--- src/rtl/multicycle_control.sv ---
// LEGv8 multicycle control FSM: FETCH/DECODE/EXEC/MEM/WB over a shared memory, plus a retired-instruction counter.
// Latency with MemReady=1: R/I/ST 4, LD 5, CB/B 3 cycles. FETCH and MEM hold while MemReady=0.
module multicycle_control #(
    parameter int RETIRE_W = 32
) (
    input  logic                CLK,
    input  logic                Reset,
    input  logic [10:0]         Opcode,
    input  logic                Zero,
    input  logic                MemReady,
    output logic                IRWrite,
    output logic                PCWrite,
    output logic                PCSrc,
    output logic                RegWrite,
    output logic                MemRead,
    output logic                MemWrite,
    output logic                IorD,
    output logic                MemtoReg,
    output logic                ALUSrc,
    output logic                Reg2Loc,
    output logic [1:0]          SignOp,
    output logic [1:0]          ALUOp,
    output logic                Illegal,
    output logic [2:0]          State,
    output logic [RETIRE_W-1:0] Retired
);

    typedef enum logic [2:0] {
        FETCH  = 3'd0,
        DECODE = 3'd1,
        EXEC   = 3'd2,
        MEM    = 3'd3,
        WB     = 3'd4
    } state_t;

    typedef enum logic [2:0] {
        C_R, C_I, C_LD, C_ST, C_CB, C_B, C_ILL
    } cls_t;

    state_t     state_q, state_d;
    cls_t       cls_q, dec_cls;
    logic [1:0] signop_q, signop_d;
    logic       retire;

    always_comb begin
        dec_cls = C_ILL;
        casez (Opcode)
            11'b10001011000,
            11'b11001011000,
            11'b10001010000,
            11'b10101010000: dec_cls = C_R;
            11'b1001000100?: dec_cls = C_I;
            11'b11111000010: dec_cls = C_LD;
            11'b11111000000: dec_cls = C_ST;
            11'b10110100???: dec_cls = C_CB;
            11'b000101?????: dec_cls = C_B;
            default:         dec_cls = C_ILL;
        endcase
    end

    always_comb begin
        signop_d = 2'b00;
        case (dec_cls)
            C_LD, C_ST: signop_d = 2'b01;
            C_CB:       signop_d = 2'b10;
            C_B:        signop_d = 2'b11;
            default:    signop_d = 2'b00;
        endcase
    end

    always_ff @(posedge CLK) begin
        if (Reset) begin
            state_q  <= FETCH;
            cls_q    <= C_ILL;
            signop_q <= 2'b00;
            Retired  <= '0;
        end else begin
            state_q <= state_d;
            if (state_q == DECODE) begin
                cls_q    <= dec_cls;
                signop_q <= signop_d;
            end
            if (retire) begin
                Retired <= Retired + RETIRE_W'(1);
            end
        end
    end

    // Reset gates every strobe combinationally so an in-flight memory request drops immediately.
    always_comb begin
        state_d  = state_q;
        retire   = 1'b0;
        IRWrite  = 1'b0;
        PCWrite  = 1'b0;
        PCSrc    = 1'b0;
        RegWrite = 1'b0;
        MemRead  = 1'b0;
        MemWrite = 1'b0;
        IorD     = 1'b0;
        MemtoReg = 1'b0;
        ALUSrc   = 1'b0;
        Reg2Loc  = 1'b0;
        ALUOp    = 2'b00;
        Illegal  = 1'b0;
        if (!Reset) begin
            case (state_q)
                FETCH: begin
                    MemRead = 1'b1;
                    if (MemReady) begin
                        IRWrite = 1'b1;
                        PCWrite = 1'b1;
                        state_d = DECODE;
                    end
                end
                DECODE: begin
                    if (dec_cls == C_ILL) begin
                        Illegal = 1'b1;
                        state_d = FETCH;
                    end else begin
                        state_d = EXEC;
                    end
                end
                EXEC: begin
                    case (cls_q)
                        C_R: begin
                            ALUOp   = 2'b10;
                            state_d = WB;
                        end
                        C_I: begin
                            ALUSrc  = 1'b1;
                            state_d = WB;
                        end
                        C_LD: begin
                            ALUSrc  = 1'b1;
                            state_d = MEM;
                        end
                        C_ST: begin
                            ALUSrc  = 1'b1;
                            Reg2Loc = 1'b1;
                            state_d = MEM;
                        end
                        C_CB: begin
                            ALUOp   = 2'b01;
                            Reg2Loc = 1'b1;
                            PCWrite = Zero;
                            PCSrc   = 1'b1;
                            state_d = FETCH;
                            retire  = 1'b1;
                        end
                        C_B: begin
                            PCWrite = 1'b1;
                            PCSrc   = 1'b1;
                            state_d = FETCH;
                            retire  = 1'b1;
                        end
                        default: state_d = FETCH;
                    endcase
                end
                MEM: begin
                    IorD     = 1'b1;
                    ALUSrc   = 1'b1;
                    MemRead  = (cls_q == C_LD);
                    MemWrite = (cls_q == C_ST);
                    if (MemReady) begin
                        if (cls_q == C_LD) begin
                            state_d = WB;
                        end else begin
                            state_d = FETCH;
                            retire  = 1'b1;
                        end
                    end
                end
                WB: begin
                    RegWrite = 1'b1;
                    MemtoReg = (cls_q == C_LD);
                    state_d  = FETCH;
                    retire   = 1'b1;
                end
                default: state_d = FETCH;
            endcase
        end
    end

    assign SignOp = Reset ? 2'b00 : signop_q;
    assign State  = state_q;

endmodule

--- config.mk ---
export PLATFORM = sky130hd
export DESIGN_NAME = multicycle_control
export DESIGN_NICKNAME = d
export VERILOG_FILES = /design/src/rtl/multicycle_control.sv
export SDC_FILE = /design/constraint.sdc
export NUM_CORES = 1
export LEC_CHECK = 0
export BUFFER_PORTS_ARGS = -buffer_cell sky130_fd_sc_hd__buf_2
export CORE_MARGIN = 1.5
export CORE_UTILIZATION = 35
export CTS_CLUSTER_DIAMETER = 80
export DETAILED_ROUTE_END_ITERATION = 8
export HOLD_SLACK_MARGIN = 0.03
export PLACE_DENSITY_LB_ADDON = 0.08
export SETUP_SLACK_MARGIN = 0.2
export SKIP_CTS_REPAIR_TIMING = 1
export SLEW_MARGIN = 20
export SYNTH_ARGS = -nofsm -noshare
export SYNTH_HDL_FRONTEND = slang
export SYNTH_SLANG_ARGS = --single-unit
--- constraint.sdc ---
create_clock -name CLK -period 2.27 [get_ports CLK]
set_input_delay 0.227 -clock CLK [delete_from_list [all_inputs] [get_ports CLK]]
set_output_delay 0.227 -clock CLK [all_outputs]
set_load 0.05 [all_outputs]
==> results.py, run 1 <==
metrics = {
    "timing": {
        "clock.fmax_ghz": 0.4911,
        "period_share_pct": 89.70,
        "hold_violations": 0,
        "fin_tns_setup_ps": 0,
        "tightest_slew_ps": 477.9,
        "slew_headroom_pct": 67.71,
        "drv_slew": 0,
        "grt_setup_unrepaired": "true",
        "clock_skew_ps": 5.609,
        "final.min_clock_period_ps": 2036,
        "setup_viol": 0,
        "fin_ws_ps": 233.8,
    },
    "worst_setup_path": {
        "r2r_end": "Retired[30]$_SDFFE_PP0P_",
        "critPathCaptureType": "flop",
        "critPathKind": "flop to flop",
        "r2r_start": "State[1]$_SDFFE_PP0P_",
        "rrSetupSlack_ps": 230,
        "worst_ep_arrival_time_ps": 2270,
        "worstSetupStartpointType": "flop",
        "worstSetupStartpoint": "State[1]$_SDFFE_PP0P_",
        "r2r_cells": 6,
        "critPathRequiredTime_ps": 2500,
        "cp_max_fo": 8,
    },
    "place": {
        "port_buffers": 64,
        "dp.final_hpwl_um": 4347,
        "gp_congestion": 0.8083,
        "place_area_sq_um": 2810,
        "place_ws_ps": 148.8,
    },
    "pwr": {
        "p_sw_mw": 0.3201,
        "internal_power_mw": 0.9763,
        "p_leak_nw": 1.232,
        "switching_share_pct": 24.69,
        "power_frac_comb_pct": 8.3,
        "p_total_mw": 1.296,
        "peakVddDrop_mv": 0.2171,
        "pwr-share-clk_pct": 38.0,
        "seqPwrFrac_pct": 53.7,
        "power_density_nw_per_um2": 420.7,
    },
    "clock_network": {
        "clock-sinks": 40,
        "htree_levels": 2,
        "clkTransAtPathRegs_ps": 80,
        "cts_made_buffers": 5,
        "cts_tree": "built",
        "clock-root-buffer": "clkbuf_8",
        "clk_latency_ps": 290,
        "cts_buffer_depth": 2,
    },
    "grt": {
        "antenna_found_initial": 0,
        "grt_pass1_wl_um": 9390,
        "grt_overflow": 0,
        "grt_max_degree": 27,
        "grt_use_total_pct": 17.71,
        "grt_pass1_vias": 2007,
    },
    "routing": {
        "post-route-drc-count": 0,
        "vias": 2339,
        "drt-vias-per-instance": 5.365,
        "wirelength_um": 6213,
        "drtAntennaViolNets": 0,
        "drt-initial-drc-count": 79,
        "wl_per_cell_um": 14.25,
        "drt_first_pass_iters": 4,
    },
    "yosys": {
        "syn_area_sq_um": 2228,
        "yosys.area.top_type_share_pct": 35.93,
        "syn_nets": 292,
        "ys.flop_type": "dfxtp_1",
        "synthMostInstantiatedCell": "dfxtp_1",
        "async_flop_share_pct": 0,
        "yosys.cell_types.count": 42,
        "yosys_warnings": 0,
        "synth.largest_area_cell": "dfxtp_1",
        "synth_common_cells": "40 x dfxtp_1, 34 x nor2_1, 25 x a21oi_1",
        "synthCells": 276,
        "synth_area_leaders": "dfxtp_1 36%, nor2_1 5.7%, a21oi_1 5.6%, xor2_1 4.7%, o21ai_0 3.8%",
        "synth.avg_cell_area_sq_um": 8.074,
        "synth_edf_count": 0,
        "synth-seq-cells": 40,
        "seq_area_frac_synth_pct": 35.93,
    },
    "min_path": {
        "hold_path_depth": 3,
        "hold_path.class": "input pin to flop",
        "hp-start": "MemReady",
        "hold_path_end": "State[0]$_SDFFE_PP0P_",
    },
    "cells_and_area": {
        "fin_util_pct": 51.14,
        "nNetsFinal": 376,
        "drive_gt1_share_pct": 36.29,
        "fin_area_sq_um": 3082,
        "syn_to_final_growth_pct": 38.29,
        "nFillCells": 617,
        "multi_input_area_sq_um": 1499,
        "diodes": 0,
        "ff_latch_area_sq_um": 847.1,
    },
    "floorplan": {
        "num_io_pins": 65,
        "die_x_um": 82.79,
        "fp.coreArea_sq_um": 6026,
        "die_h_um": 82.79,
        "start_util_pct": 36.98,
        "die-area_sq_um": 6854,
        "placementRows": 28,
    },
    "job": {
        "max_cap_viol_count": 0,
    },
    "outcome": {
        "status": "complete, no violations",
    },
}
-- power by group through the flow --
stage	registers (mW)	logic (mW)	clock network (mW)
after floorplan	0.717	0.0668	0
after global placement	0.713	0.106	0
after detailed placement	0.713	0.106	0
after CTS	0.696	0.106	0.510
after global routing	0.696	0.117	0.543
final	0.696	0.107	0.493
-- per-layer routing --
metal  GRT usage (%)  share of wire, %  vias to the layer above
li1                -                 -                     1192
met1           24.90                50                     1087
met2           26.83                45                       56
met3           3.388               4.3                        4
met4           6.333              0.63                        0
met5               0                 0                        -
-- cell families (layout without fill, tap and decap cells) --
kind of cell	Yosys count	count (layout)	synth area share (%)
flops	40	40	35.93
mux	1	1	0.4492
xor+xnor	14	14	5.503
compound gates	70	70	19.93
fa+ha+maj	1	1	0.5614
simple gates	132	132	34.08
buf+inv	18	103	3.537
-- how the worst max path moves through the flow --
stage,end,slack (ps)
after floorplan,Retired[30]$_SDFFE_PP0P_,200
after global placement,Retired[30]$_SDFFE_PP0P_,180
after detailed placement,Retired[30]$_SDFFE_PP0P_,150
after CTS,Retired[30]$_SDFFE_PP0P_,120
after global routing,Retired[31]$_SDFFE_PP0P_,140
final,Retired[30]$_SDFFE_PP0P_,230
-- registers in the layout, summed over array words and instances, names as in the netlist --
signal and cells:
Retired 32, cls_q 3, signop_q 2, State 3
-- through the flow --
stage | std cells | hold slack (ps)
2_1_floorplan | 276 | 356.3
3_3_place_gp | 416 | 443.5
3_5_place_dp | 416 | 448.9
4_1_cts | 424 | 219.9
5_1_grt | 436 | 284.5
6_report | 436 | 232.8
-- critical path, cell delays in order, from the launching register on --
cell and delay, ps:
dfxtp_4 380, nor3b_4 240, nor3b_4 360, o2111ai_4 200
buf_6 180, or4_4 470, a21oi_2 130
-- placed cells by master, fill, tap and decap left out, types with 4 or more instances in the layout --
| cell type | instances |
|---|---|
| o31ai_1 | 8 |
| inv_1 | 5 |
| or4_1 | 6 |
| nand4_1 | 6 |
| nor2_1 | 34 |
| o211ai_1 | 6 |
| and4_1 | 6 |
| nand3_1 | 6 |
| o2111ai_1 | 4 |
| xor2_1 | 12 |
| and2_1 | 6 |
| and3_1 | 7 |
| a21oi_1 | 24 |
| nand2b_1 | 4 |
| nand2_1 | 14 |
| buf_4 | 22 |
| clkbuf_8 | 6 |
| dfxtp_2 | 7 |
| or3_1 | 10 |
| o21ai_0 | 17 |
| buf_2 | 65 |
| nor2b_1 | 7 |
| dfxtp_1 | 23 |
| dfxtp_4 | 10 |
-- final cells by class --
type	instances	share of cell area (%)
Multi-Input combinational cell	218	48.64
Inverter	5	0.6090
Tap cell	75	3.045
Sequential cell	40	27.49
Clock buffer	8	2.923
Timing Repair Buffer	90	17.30
Power figures use the tool's default switching activity.
==> run 2: changes to the inputs <==
--- a/config.mk
+++ b/config.mk
@@ -6,7 +6,6 @@
 export NUM_CORES = 1
 export LEC_CHECK = 0
 export BUFFER_PORTS_ARGS = -buffer_cell sky130_fd_sc_hd__buf_2
-export CORE_MARGIN = 1.5
 export CORE_UTILIZATION = 35
 export CTS_CLUSTER_DIAMETER = 80
 export DETAILED_ROUTE_END_ITERATION = 8
==> run 2 against run 1 <==
Compared with the run above:
- clock power is 9.9% lower
- largest cell class unchanged
- clock skew hardly changed
- largest power group unchanged
- register-to-register slack better by 60 ps
- non-clock buffer count shrank 6
- critical path depth unchanged
- critical endpoint unchanged
- combinational power hardly changed
- via count fell by 2.4%
- sequential cell count unchanged
==> results.py, run 2 (synthesized netlist as in run 1, its figures left out) <==
metrics = {
    "outcome": {
        "status": "complete, no violations",
    },
    "worst_setup_path": {
        "rrSetupSlack_ps": 300,
        "critPathKind": "flop to flop",
        "worstSetupStartpointType": "flop",
        "cp_max_fo": 9,
        "critPathRequiredTime_ps": 2490,
        "crit_top_cell": "nor3b_4",
        "worstSetupStartpoint": "State[2]$_SDFFE_PP0P_",
        "r2r_start": "State[2]$_SDFFE_PP0P_",
        "worst_ep_arrival_time_ps": 2190,
        "critPathCaptureType": "flop",
        "r2r_end": "Retired[30]$_SDFFE_PP0P_",
        "crit_path_cell_trace": "nor3b_4 -> nor3b_4 -> o2111ai_2 -> buf_6 -> or4_1 -> a21oi_1",
        "crit_slowest_cell": "or4_1",
        "max_stage_delay_ps": 460,
        "r2r_cells": 6,
    },
    "place": {
        "place_area_sq_um": 2810,
        "gp_congestion": 0.8130,
        "port_buffers": 64,
        "dp.final_hpwl_um": 4268,
    },
    "timing": {
        "drv_slew": 0,
        "fin_hold_ws_ps": 244.4,
        "tightest_slew_ps": 503.7,
        "setup_viol": 0,
        "fin_tns_setup_ps": 0,
        "hold_violations": 0,
        "clock_skew_ps": 5.257,
        "clock.fmax_ghz": 0.5066,
        "slew_headroom_pct": 65.96,
        "period_share_pct": 86.95,
        "grt_setup_unrepaired": "false",
        "final.min_clock_period_ps": 1974,
    },
    "grt": {
        "grt_pass1_wl_um": 9273,
        "met2_usage_pct": 26.61,
        "grt_use_total_pct": 17.68,
        "gr-usage-met3_pct": 3.667,
        "grt_max_degree": 25,
        "grt_use_met1_pct": 25.20,
        "grt_overflow": 0,
        "antenna_found_initial": 0,
        "top_usage_layer": "met2",
        "grt_pass1_vias": 2029,
    },
    "clock_network": {
        "htree_levels": 2,
        "clk_latency_ps": 290,
        "clock-sinks": 40,
        "cts_made_buffers": 5,
        "clock-root-buffer": "clkbuf_8",
        "cts_tree": "built",
        "clkTransAtPathRegs_ps": 70,
        "cts_buffer_depth": 2,
    },
    "cells_and_area": {
        "syn_to_final_growth_pct": 33.80,
        "largest-register": "Retired",
        "drive_gt1_share_pct": 35.03,
        "fin_util_pct": 49.48,
        "layout_commonest_cell": "buf_2",
        "largest_reg_flops": 32,
        "nNetsFinal": 370,
        "fin_area_sq_um": 2982,
        "final_cell_mix": "64 x buf_2, 34 x nor2_1, 25 x a21oi_1, 21 x dfxtp_1, 18 x buf_4",
        "nFillCells": 616,
        "diodes": 0,
    },
    "job": {
        "max_cap_viol_count": 0,
    },
    "routing": {
        "drt_first_pass_iters": 4,
        "post-route-drc-count": 0,
        "wl_per_cell_um": 13.68,
        "wirelength_um": 5867,
        "drt-initial-drc-count": 88,
        "drtAntennaViolNets": 0,
        "vias": 2282,
        "drt-vias-per-instance": 5.319,
    },
    "floorplan": {
        "fp.coreArea_sq_um": 6026,
        "die_h_um": 81.79,
        "die_x_um": 81.79,
        "num_io_pins": 65,
        "die-area_sq_um": 6690,
        "placementRows": 28,
        "start_util_pct": 36.98,
    },
    "pwr": {
        "peakVddDrop_mv": 0.2448,
        "p_total_mw": 1.246,
        "p_leak_nw": 1.186,
        "power_density_nw_per_um2": 418.0,
    },
    "min_path": {
        "hold_path.class": "input pin to flop",
        "hold_path_depth": 3,
        "hp-start": "MemReady",
        "hold_path_end": "State[0]$_SDFFE_PP0P_",
    },
}
-- run 2: cell count changes in the layout (fill, tap and decap cells not counted), moves of 2 or more --
| cell | delta |
|---|---|
| dfxtp_2 | +2 |
| o2111ai_2 | +2 |
| dfxtp_1 | -2 |
| buf_4 | -4 |
| o2111ai_4 | -2 |
-- run 2: worst max-delay path by stage --
| stage | to | slack, ps | depth (start not counted) |
|---|---|---|---|
| 5_1_grt | Retired[28]$_SDFFE_PP0P_ | 170 | 6 |
| 3_3_place_gp | Retired[31]$_SDFFE_PP0P_ | 190 | 5 |
| 3_5_place_dp | Retired[31]$_SDFFE_PP0P_ | 140 | 5 |
| 6_report | Retired[30]$_SDFFE_PP0P_ | 300 | 6 |
| 4_1_cts | Retired[31]$_SDFFE_PP0P_ | 120 | 5 |
| 2_1_floorplan | Retired[30]$_SDFFE_PP0P_ | 200 | 6 |
-- run 2: worst max-delay path, delay by kind of cell (launching register included) --
kind                   cells  cell delay, ps
and+or+nand+nor            3            1000
DFF                        1             380
AOI/OAI and AO/OA          2             340
buffers and inverters      1             180
-- run 2: area by class of cell --
class / count / area, sq um / area share [%]
Clock buffer: 7 / 76.32 / 2.560
Timing Repair Buffer: 84 / 478.0 / 16.03
Inverter: 5 / 18.77 / 0.6295
Tap cell: 75 / 93.84 / 3.147
Multi-Input combinational cell: 218 / 1465 / 49.14
Sequential cell: 40 / 849.6 / 28.49
-- run 2: metal layers --
metal | vias up | wire [um]
met2 | 50 | 2513
li1 | 1173 | -
met1 | 1050 | 3047
met4 | 0 | 66
met3 | 9 | 239
met5 | - | 0
-- run 2: power by group --
part / total [mW] / leakage [nW] / internal (mW) / switching [mW]
clock network: 0.444 / 0.0383 / 0.212 / 0.232
registers: 0.696 / 0.333 / 0.693 / 0.00341
logic: 0.106 / 0.815 / 0.0349 / 0.0714
total: 1.25 / 1.19 / 0.940 / 0.307
-- run 2: metrics by stage --
stage | worst slack [ps] | cells
after floorplan | 200.4 | 276
after CTS | 123.7 | 423
after global routing | 170.0 | 429
after global placement | 190.2 | 416
final | 296.2 | 429
after detailed placement | 141.4 | 416
